==> config.mk <==
export PLATFORM = sky130hd
export DESIGN_NAME = lfsr
export DESIGN_NICKNAME = d
export VERILOG_FILES = /design/src/rtl/lfsr_pkg.sv /design/src/rtl/lfsr_next.sv /design/src/rtl/lfsr.sv
export SDC_FILE = /design/constraint.sdc
export NUM_CORES = 1
export LEC_CHECK = 0
export ABC_AREA = 1
export CORE_UTILIZATION = 45
export CTS_CLUSTER_DIAMETER = 50
export DETAILED_ROUTE_END_ITERATION = 8
export PLACE_DENSITY = 0.78
export SETUP_SLACK_MARGIN = 0.15
export SLEW_MARGIN = 20
export SYNTH_ARGS = -nofsm -noshare
export SYNTH_HDL_FRONTEND = slang
export SYNTH_SLANG_ARGS = --single-unit
==> constraint.sdc <==
create_clock -name clk -period 1.2 [get_ports clk]
set_input_delay 0.12 -clock clk [delete_from_list [all_inputs] [get_ports clk]]
set_output_delay 0.12 -clock clk [all_outputs]
set_load 0.01 [all_outputs]
==> src/rtl/lfsr_pkg.sv <==
// Shared constants and feedback helper for the 12-bit maximal-length LFSR
// (polynomial x^12+x^6+x^4+x+1).
package lfsr_pkg;

  localparam int          LFSR_WIDTH = 12;
  localparam logic [11:0] LFSR_SEED  = 12'h001;
  localparam logic [11:0] LFSR_TAPS  = 12'h829;

  typedef logic [LFSR_WIDTH-1:0] lfsr_state_t;

  // XOR of tapped bits 11, 5, 3 and 0
  function automatic logic lfsr_feedback(input lfsr_state_t state);
    return ^(state & LFSR_TAPS);
  endfunction

endpackage

==> src/rtl/lfsr_next.sv <==
// Combinational next-state for the Fibonacci LFSR: left shift with feedback
// into bit 0. The all-zero lock-up state is steered back to the seed.
module lfsr_next
  import lfsr_pkg::*;
(
  input  logic [11:0] state_i,
  output logic [11:0] next_o
);

  // Next-state selection with lock-up recovery
  always_comb begin
    next_o = LFSR_SEED;
    if (state_i == 12'h000) begin
      next_o = LFSR_SEED;
    end else begin
      next_o = {state_i[LFSR_WIDTH-2:0], lfsr_feedback(state_i)};
    end
  end

endmodule

==> src/rtl/lfsr.sv <==
// 12-bit LFSR top: state register, end-of-period tick register and reset.
// rst_n is asynchronous and active-high despite its name.
module lfsr
  import lfsr_pkg::*;
(
  input  logic        clk,
  input  logic        rst_n,
  input  logic        sh_en,
  output logic [11:0] Q_out,
  output logic        max_tick_reg
);

  logic [11:0] state_q;
  logic [11:0] state_d;
  logic [11:0] next_s;
  logic        tick_q;
  logic        tick_d;

  lfsr_next u_next (
    .state_i (state_q),
    .next_o  (next_s)
  );

  // Advance or hold; tick flags the step that lands back on the seed
  always_comb begin
    state_d = state_q;
    tick_d  = 1'b0;
    if (sh_en == 1'b1) begin
      state_d = next_s;
      tick_d  = (next_s == LFSR_SEED);
    end else begin
      state_d = state_q;
      tick_d  = 1'b0;
    end
  end

  // State and tick registers with asynchronous reset to the seed
  always_ff @(posedge clk or posedge rst_n) begin
    if (rst_n) begin
      state_q <= LFSR_SEED;
      tick_q  <= 1'b0;
    end else begin
      state_q <= state_d;
      tick_q  <= tick_d;
    end
  end

  assign Q_out        = state_q;
  assign max_tick_reg = tick_q;

endmodule

==> results of run 1 <==
worst max-delay path, cell delays in order (launching register included):
cell	delay, ns
dfstp_2	0.54
buf_6	0.11
nand2_1	0.06
nand2_1	0.07
nand2_1	0.05
nand2_1	0.08
nand2_1	0.05
a21oi_1	0.12
power groups by stage:
stage | logic (mW) | clock network (mW) | registers (mW)
after global routing | 0.733 | 0.304 | 0.627
final | 0.663 | 0.264 | 0.618
after CTS | 0.599 | 0.274 | 0.611
after floorplan | 0.251 | 0 | 0.686
after global placement | 0.575 | 0 | 0.632
after detailed placement | 0.588 | 0 | 0.638
repair_timing:
action / 4_1_cts / 5_1_grt
endpoints found under the setup margin: 15 / 13
cloned: 0 / 0
buffers inserted: 3 / 4
pin swaps: 0 / 4
gates resized for setup: 30 / 19
worst max path at each step:
stage / from / to / depth (start not counted) / slack [ns]
after floorplan: Q_out[0] / max_tick_reg / 6 / 0.15
after global placement: Q_out[0] / Q_out[0] / 1 / 0.06
after detailed placement: Q_out[0] / Q_out[0] / 1 / 0.05
after CTS: Q_out[0] / Q_out[0] / 1 / 0.01
after global routing: Q_out[0] / Q_out[0] / 8 / -0.0006
final: Q_out[0] / max_tick_reg / 7 / 0.06
layout by cell type (no fill, tap or decap):
master	n
nand2_1	28
dfrtp_1	12
inv_1	11
nor2_1	9
buf_4	9
clkbuf_2	8
o21ai_0	5
o21ai_1	4
buf_6	4
clkbuf_4	3
buf_2	3
inv_2	2
nor2_4	2
a21oi_1	2
clkdlybuf4s50_1	2
dfstp_2	1
nor2_2	1
nor3_1	1
nand4_1	1
clkbuf_1	1
clkdlybuf4s15_1	1
metrics by stage:
| step | hold WS (ns) | setup slack (ns) | total power [mW] | cell area [µm²] |
|---|---|---|---|---|
| 3_3_place_gp | 0.342 | 0.0568 | 1.21 | 802 |
| 6_report | 0.0494 | 0.0605 | 1.54 | 851 |
| 3_5_place_dp | 0.356 | 0.0466 | 1.23 | 802 |
| 5_1_grt | 0.0562 | -0.000559 | 1.66 | 851 |
| 4_1_cts | 0.0549 | 0.0115 | 1.49 | 845 |
| 2_1_floorplan | -0.00376 | 0.149 | 0.937 | 613 |
cell usage after synthesis, drive strengths merged:
library cell | count | share of area, %
dfstp | 1 | 4.3
nor3 | 1 | 0.82
inv | 13 | 8.0
buf | 2 | 2.7
nor2 | 12 | 8.2
o21ai | 9 | 7.3
nand2 | 28 | 17
dfrtp | 12 | 49
a21oi | 2 | 1.6
nand4 | 1 | 1.0
final cells by class:
type                            instances  area share [%]
Timing Repair Buffer                   27            23.2
Inverter                               13            5.74
Tap cell                               14            2.06
Sequential cell                        13            38.4
Clock buffer                            4            3.09
Multi-Input combinational cell         53            27.5
layer usage:
| metal | track usage, % | routed length, µm |
|---|---|---|
| met2 | 32.9 | 690 |
| met3 | 3.47 | 52 |
| met4 | 7.76 | 0 |
| met5 | 0 | 0 |
| met1 | 27.4 | 631 |
kinds of logic (layout without fill, tap and decap cells):
kind of cell,count (synthesis),after routing,share of synthesized area [%]
simple gates,42,42,27.1
buf+inv,15,44,10.6
flops,13,13,53.3
compound gates,11,11,8.98
==> results.py, run 1 <==
metrics = {
    "finish": {
        "final_net_count": 114,
        "drive_above_1_share_pct": 30.0,
        "diodes": 0,
        "multi_input_area_um2": 234,
        "synthToLayoutAreaGrowth_pct": 38.8,
        "seq_area_um2": 327,
        "final_core_util_pct": 71.7,
        "largest_register_ffs": 12,
        "final_cells": 124,
        "fillers": 94,
    },
    "routing": {
        "first_iter_violations": 8,
        "drc": 0,
        "routed_wl_mm": 1.37,
        "firstDrtPassIters": 4,
        "num_vias": 576,
        "drt.antenna.violating_nets": 0,
        "wl_per_cell_um": 11.1,
        "via_per_inst": 4.65,
    },
    "floorplan": {
        "ios": 16,
        "dieWidth_um": 38.9,
        "die_y_um": 38.9,
        "coreArea_mm2": 0.00119,
        "die-area_mm2": 0.00151,
        "fp-row-count": 12,
        "initial_core_util_pct": 51.7,
    },
    "clock_network": {
        "clk_pin_slew_ns": 0.08,
        "clock-sinks": 13,
        "cts_hold_buf": 0,
        "insertion_delay_ns": 0.27,
        "cts_tree": "yes",
        "clockBufferDepth": 2,
        "clockRootBuffer": "clkbuf_4",
        "h-tree-depth": 1,
        "numCtsBuffers": 3,
    },
    "global_routing": {
        "grt_util_all_layers_pct": 20.5,
        "antenna_found_initial": 0,
        "grt_pass1_wl_mm": 2.06,
        "grt_max_degree": 11,
        "grt_pass1_vias": 506,
        "grt.overflow.total": 0,
    },
    "worst_setup_path": {
        "path_class": "reg2reg",
        "cp.arrival_ns": 1.34,
        "end_kind": "register",
        "r2r_cells": 7,
        "ff2ff_setup_slack_ns": 0.06,
        "cp_max_fo": 4,
        "r2r-end": "max_tick_reg",
        "cp-start-kind": "register",
        "reg2reg_from": "Q_out[0]",
        "required_ns": 1.40,
    },
    "logic_synthesis": {
        "synth_seq_cells": 13,
        "syn_inst": 81,
        "avgSynthCellArea_um2": 7.57,
        "syn_nets": 84,
        "synth_cell_type_count": 14,
        "yosys_warnings": 0,
        "yosysSeqAreaShare_pct": 53.3,
        "syn_area_um2": 613,
    },
    "sta": {
        "rsz0062_at_grt": "true",
        "fin_crit_ns": 1.14,
        "timing.final.crit_share_pct": 95.0,
        "fin_worst_skew_ns": 0.00440,
        "setup_viol": 0,
        "drv_slew": 0,
        "finalHoldViolCount": 0,
        "fin_tns_setup_ns": 0,
        "fmax_ghz": 0.878,
        "relSlewSlack_pct": 84.9,
        "worst_pin_slew_ns": 0.226,
    },
    "power": {
        "seqPwrFrac_pct": 40.0,
        "ir_drop_uv": 1070,
        "clkPwrFrac_pct": 17.1,
        "switching_share_pct": 36.8,
        "p_switching_mw": 0.568,
        "cellLeakagePower_nw": 0.479,
        "combPwrFrac_pct": 42.9,
        "intPower_mw": 0.977,
        "p_per_area_mw_per_mm2": 1820,
    },
    "outcome": {
        "status": "complete, no violations",
    },
    "placed_design": {
        "place_hpwl_um": 935,
        "dp.cells": 113,
        "gp_congestion": 0.698,
        "port_buffers": 15,
    },
    "worst_hold_path": {
        "hp-class": "in2async",
    },
    "flow_run": {
        "cap_violations": 0,
    },
}
(Power assumes the default switching activity.)
==> run 2, diff against run 1 <==
--- a/config.mk
+++ b/config.mk
@@ -9,6 +9,7 @@
 export CORE_UTILIZATION = 45
 export CTS_CLUSTER_DIAMETER = 50
 export DETAILED_ROUTE_END_ITERATION = 8
+export GPL_TIMING_DRIVEN = 0
 export PLACE_DENSITY = 0.78
 export SETUP_SLACK_MARGIN = 0.15
 export SLEW_MARGIN = 20
==> results.py, run 2 (synthesis results as in run 1) <==
metrics = {
    "placed_design": {
        "dp.cells": 109,
        "port_buffers": 14,
        "placed_area_um2": 771,
        "dpl_worst_slack_ns": -0.0186,
        "place_hpwl_um": 918,
        "gp_congestion": 0.751,
    },
    "power": {
        "clkPwrFrac_pct": 16.7,
        "combPwrFrac_pct": 43.6,
        "p_switching_mw": 0.563,
        "ir_drop_uv": 894,
        "power_mw": 1.57,
        "switching_share_pct": 35.8,
        "cellLeakagePower_nw": 0.476,
        "p_per_area_mw_per_mm2": 1840,
        "intPower_mw": 1.01,
        "seqPwrFrac_pct": 39.7,
    },
    "clock_network": {
        "h-tree-depth": 1,
        "clockRootBuffer": "clkbuf_4",
        "cts_hold_buf": 0,
        "insertion_delay_ns": 0.26,
        "clk_pin_slew_ns": 0.08,
        "numCtsBuffers": 3,
        "clockBufferDepth": 2,
        "cts_tree": "yes",
        "clock-sinks": 13,
    },
    "finish": {
        "drive_above_1_share_pct": 28.4,
        "seq_area_um2": 327,
        "final_common_cell": "nand2_1",
        "finalInstanceArea_um2": 855,
        "final_cell_mix": "nand2_1 (27), dfrtp_1 (12), inv_1 (11), nor2_1 (9), buf_4 (7)",
        "synthToLayoutAreaGrowth_pct": 39.4,
        "largest_register_ffs": 12,
        "diodes": 0,
        "final_core_util_pct": 72.0,
        "final_cells": 123,
        "fillers": 97,
        "multi_input_area_um2": 231,
        "final_net_count": 113,
    },
    "sta": {
        "worst_slack_ns": 0.0548,
        "finalHoldViolCount": 0,
        "fin_worst_skew_ns": 0.00241,
        "rsz0062_at_grt": "true",
        "setup_viol": 0,
        "hold_ws_ns": 0.0705,
        "worst_pin_slew_ns": 0.493,
        "fin_tns_setup_ns": 0,
        "timing.final.crit_share_pct": 95.4,
        "fin_crit_ns": 1.15,
        "fmax_ghz": 0.873,
        "relSlewSlack_pct": 67.1,
        "drv_slew": 0,
    },
    "worst_setup_path": {
        "end_kind": "register",
        "cp-start-kind": "register",
        "cp-endpoint": "max_tick_reg",
        "cp_max_fo": 3,
        "required_ns": 1.40,
        "ff2ff_setup_slack_ns": 0.05,
        "path_class": "reg2reg",
        "reg2reg_from": "Q_out[0]",
        "r2r-end": "max_tick_reg",
        "cp.arrival_ns": 1.34,
        "r2r_cells": 7,
        "startpoint": "Q_out[0]",
    },
    "routing": {
        "via_per_inst": 4.67,
        "routed_wl_mm": 1.31,
        "firstDrtPassIters": 4,
        "wl_per_cell_um": 10.7,
        "routed.top_layer": "met4",
        "num_vias": 574,
        "drc": 0,
        "first_iter_violations": 14,
        "dr_wl_met3_um": 51,
        "drt.antenna.violating_nets": 0,
        "dr_wl_met2_um": 643,
        "wl_met1_um": 605,
    },
    "global_routing": {
        "grt.overflow.total": 0,
        "antenna_found_initial": 0,
        "grt_max_degree": 14,
        "grt_util_all_layers_pct": 22.0,
        "grt_pass1_vias": 519,
        "grt_pass1_wl_mm": 2.17,
    },
    "floorplan": {
        "dieWidth_um": 38.9,
        "fp-row-count": 12,
        "ios": 16,
        "initial_core_util_pct": 51.7,
        "coreArea_mm2": 0.00119,
        "die-area_mm2": 0.00151,
        "die_y_um": 38.9,
    },
    "flow_run": {
        "cap_violations": 0,
    },
    "worst_hold_path": {
        "hp-class": "in2reg",
    },
    "outcome": {
        "status": "complete, no violations",
    },
}
run 2: changes by cell type in the layout (fill, tap and decap cells not counted), sizes merged:
cell           change
clkbuf             -4
buf                +1
clkdlybuf4s50      -1
clkdlybuf4s15      +3
run 2: layout make-up:
| cell class | count | area share, % |
|---|---|---|
| Timing Repair Buffer | 24 | 22.0 |
| Clock buffer | 4 | 3.07 |
| Inverter | 13 | 5.71 |
| Sequential cell | 13 | 38.2 |
| Buffer | 2 | 1.90 |
| Multi-Input combinational cell | 53 | 27.1 |
| Tap cell | 14 | 2.05 |
run 2: critical path: stages, from the launching register on:
cell and delay, ns:
dfstp_2 0.56, buf_6 0.10, nor2_4 0.03, nor2_2 0.07, nand2_1 0.05, nand2_1 0.08
nand2_1 0.05, a21oi_1 0.13
run 2: power by group through the flow:
stage / clock, mW / combinational, mW / sequential, mW
2_1_floorplan: 0 / 0.251 / 0.686
3_3_place_gp: 0 / 0.531 / 0.651
3_5_place_dp: 0 / 0.541 / 0.656
4_1_cts: 0.267 / 0.621 / 0.619
5_1_grt: 0.286 / 0.761 / 0.637
6_report: 0.262 / 0.686 / 0.623
run 2: how the worst min path moves through the flow:
| stage | from | to | slack (ns) | depth (start not counted) |
|---|---|---|---|---|
| after detailed placement | sh_en | Q_out[8] | 0.35 | 2 |
| final | sh_en | Q_out[8] | 0.07 | 2 |
| after global placement | sh_en | Q_out[4] | 0.35 | 2 |
| after floorplan | rst_n | Q_out[10] | -0.004 | 1 |
| after CTS | sh_en | Q_out[8] | 0.07 | 2 |
| after global routing | sh_en | Q_out[5] | 0.07 | 2 |
run 2: layer usage:
layer | up-vias | GRT usage [%]
met5 | - | 0
met4 | 0 | 10.3
met3 | 2 | 3.47
met2 | 15 | 34.6
met1 | 256 | 29.3
li1 | 301 | -
run 2: what timing repair did:
| item | 4_1_cts | 5_1_grt |
|---|---|---|
| buffers inserted | 6 | 4 |
| gates resized for setup | 29 | 18 |
| setup endpoints to repair | 15 | 12 |
| pin swaps | 3 | 4 |
| endpoints found under the hold margin | 0 | 0 |
| cloned | 0 | 0 |
==> run 3, diff against run 2 <==
--- a/config.mk
+++ b/config.mk
@@ -12,7 +12,6 @@
 export GPL_TIMING_DRIVEN = 0
 export PLACE_DENSITY = 0.78
 export SETUP_SLACK_MARGIN = 0.15
-export SLEW_MARGIN = 20
 export SYNTH_ARGS = -nofsm -noshare
 export SYNTH_HDL_FRONTEND = slang
 export SYNTH_SLANG_ARGS = --single-unit
==> constraint.sdc (replaced) <==
create_clock -name clk -period 1.2 [get_ports clk]
set_input_delay 0.12 -clock clk [delete_from_list [all_inputs] [get_ports clk]]
set_output_delay 0.12 -clock clk [all_outputs]
set_load 0.02 [all_outputs]
==> results.py, run 3 (synthesis results as in run 1) <==
metrics = {
    "outcome": {
        "status": "complete, no violations",
    },
    "routing": {
        "drc": 0,
        "first_iter_violations": 13,
        "wl_per_cell_um": 10.3,
        "firstDrtPassIters": 4,
        "routed_wl_mm": 1.22,
        "num_vias": 569,
        "drt.antenna.violating_nets": 0,
        "via_per_inst": 4.82,
    },
    "placed_design": {
        "placed_area_um2": 771,
        "port_buffers": 14,
        "dp.cells": 109,
        "gp_congestion": 0.752,
        "place_hpwl_um": 899,
    },
    "power": {
        "seqPwrFrac_pct": 42.4,
        "ir_drop_uv": 933,
        "switching_share_pct": 40.1,
        "p_switching_mw": 0.618,
        "combPwrFrac_pct": 40.2,
        "clkPwrFrac_pct": 17.3,
        "cellLeakagePower_nw": 0.447,
        "intPower_mw": 0.925,
        "p_per_area_mw_per_mm2": 1950,
    },
    "worst_hold_path": {
        "min_path_cells": 2,
        "min_from": "sh_en",
        "hp-class": "in2reg",
        "holdPathEnd": "Q_out[8]",
    },
    "finish": {
        "fillers": 118,
        "drive_above_1_share_pct": 31.7,
        "final_core_util_pct": 66.7,
        "final_common_cell": "nand2_1",
        "largest_register_ffs": 12,
        "finalInstanceArea_um2": 791,
        "final_net_count": 108,
        "diodes": 0,
        "synthToLayoutAreaGrowth_pct": 29.0,
        "final_cell_mix": "nand2_1 (26), buf_2 (12), dfrtp_1 (11), nor2_1 (10), inv_1 (10)",
        "final_cells": 118,
    },
    "floorplan": {
        "die_y_um": 38.9,
        "initial_core_util_pct": 51.7,
        "fp-row-count": 12,
        "die-area_mm2": 0.00151,
        "dieWidth_um": 38.9,
        "ios": 16,
        "coreArea_mm2": 0.00119,
    },
    "worst_setup_path": {
        "ff2ff_setup_slack_ns": 0.09,
        "r2r_cells": 6,
        "cp-start-kind": "register",
        "r2r-end": "max_tick_reg",
        "required_ns": 1.08,
        "cp.arrival_ns": 1.02,
        "slowest_delay_ns": 0.61,
        "crit_chain": "buf_6",
        "path_class": "reg2out",
        "cp_max_fo": 5,
        "cp_num_buf_inv": 1,
        "crit_family": "flip-flops",
        "reg2reg_from": "Q_out[0]",
        "end_kind": "primary output",
        "cp_slowest_cell": "dfstp_2",
    },
    "global_routing": {
        "grt_util_all_layers_pct": 21.0,
        "grt_pass1_wl_mm": 2.09,
        "grt.overflow.total": 0,
        "antenna_found_initial": 0,
        "grt_max_degree": 14,
        "grt_pass1_vias": 496,
    },
    "sta": {
        "finalHoldViolCount": 0,
        "fin_crit_ns": 1.14,
        "setup_viol": 0,
        "relSlewSlack_pct": 67.9,
        "fin_worst_skew_ns": 0.00397,
        "drv_slew": 0,
        "rsz0062_at_grt": "true",
        "worst_pin_slew_ns": 0.481,
        "timing.final.crit_share_pct": 95.0,
        "fmax_ghz": 0.878,
    },
    "clock_network": {
        "insertion_delay_ns": 0.27,
        "cts_tree": "yes",
        "clock-sinks": 13,
        "h-tree-depth": 1,
        "cts_hold_buf": 0,
        "clockBufferDepth": 2,
        "clockRootBuffer": "clkbuf_4",
        "clk_pin_slew_ns": 0.08,
        "numCtsBuffers": 3,
    },
    "flow_run": {
        "cap_violations": 0,
    },
}
[run 3: power groups by stage]
stage	logic [mW]	clock network, mW	registers [mW]
2_1_floorplan	0.251	0	0.759
5_1_grt	0.688	0.285	0.676
6_report	0.621	0.268	0.655
3_5_place_dp	0.614	0	0.657
4_1_cts	0.622	0.271	0.641
3_3_place_gp	0.606	0	0.651
[run 3: how the worst max path moves through the flow]
stage               startpoint            to  slack (ns)  cells past startpoint
floorplan             Q_out[0]  max_tick_reg        0.10                      7
global placement      Q_out[0]      Q_out[0]       -0.09                      1
detailed placement    Q_out[0]      Q_out[0]        -0.1                      1
CTS                   Q_out[0]      Q_out[0]         0.1                      1
global route          Q_out[0]      Q_out[0]        0.02                      1
finish                Q_out[0]      Q_out[0]        0.06                      1
[run 3: what timing repair did]
action,in CTS,in global routing
buffers inserted,5,0
endpoints found under the setup margin,15,7
resized for setup,50,9
pin swaps,0,3
hold endpoints to repair,0,0
[run 3: layer usage]
layer	wire length, µm	track usage [%]	vias to the layer above
li1	-	-	289
met1	557	29.2	257
met2	576	32.5	18
met3	57	1.73	5
met4	27	10.3	0
met5	0	0	-
[run 3: worst reg2reg max path, stage by stage (launching register included)]
cell and delay [ns]:
dfstp_2 0.61, nor2_4 0.06, nor2_1 0.08, nand2_1 0.05
nand2_1 0.08, nand2_1 0.06, a21oi_2 0.11
[run 3: cell type report]
class / count / area (µm²) / area share (%)
Sequential cell: 13 / 328 / 41.5
Multi-Input combinational cell: 53 / 235 / 29.7
Timing Repair Buffer: 19 / 119 / 15.0
Inverter: 13 / 48.8 / 6.17
Clock buffer: 4 / 26.3 / 3.32
Tap cell: 14 / 17.5 / 2.22
Buffer: 2 / 16.3 / 2.06
[run 3: per-stage QoR]
stage,hold slack (ns),setup WS (ns),setup TNS [ns],power [mW]
final,0.0592,0.0605,0,1.54
after global routing,0.0708,0.0221,0,1.65
after CTS,0.0572,0.0982,0,1.53
after detailed placement,0.350,-0.0953,-0.0953,1.27
after global placement,0.351,-0.0933,-0.0933,1.26
after floorplan,-0.00376,0.103,0,1.01
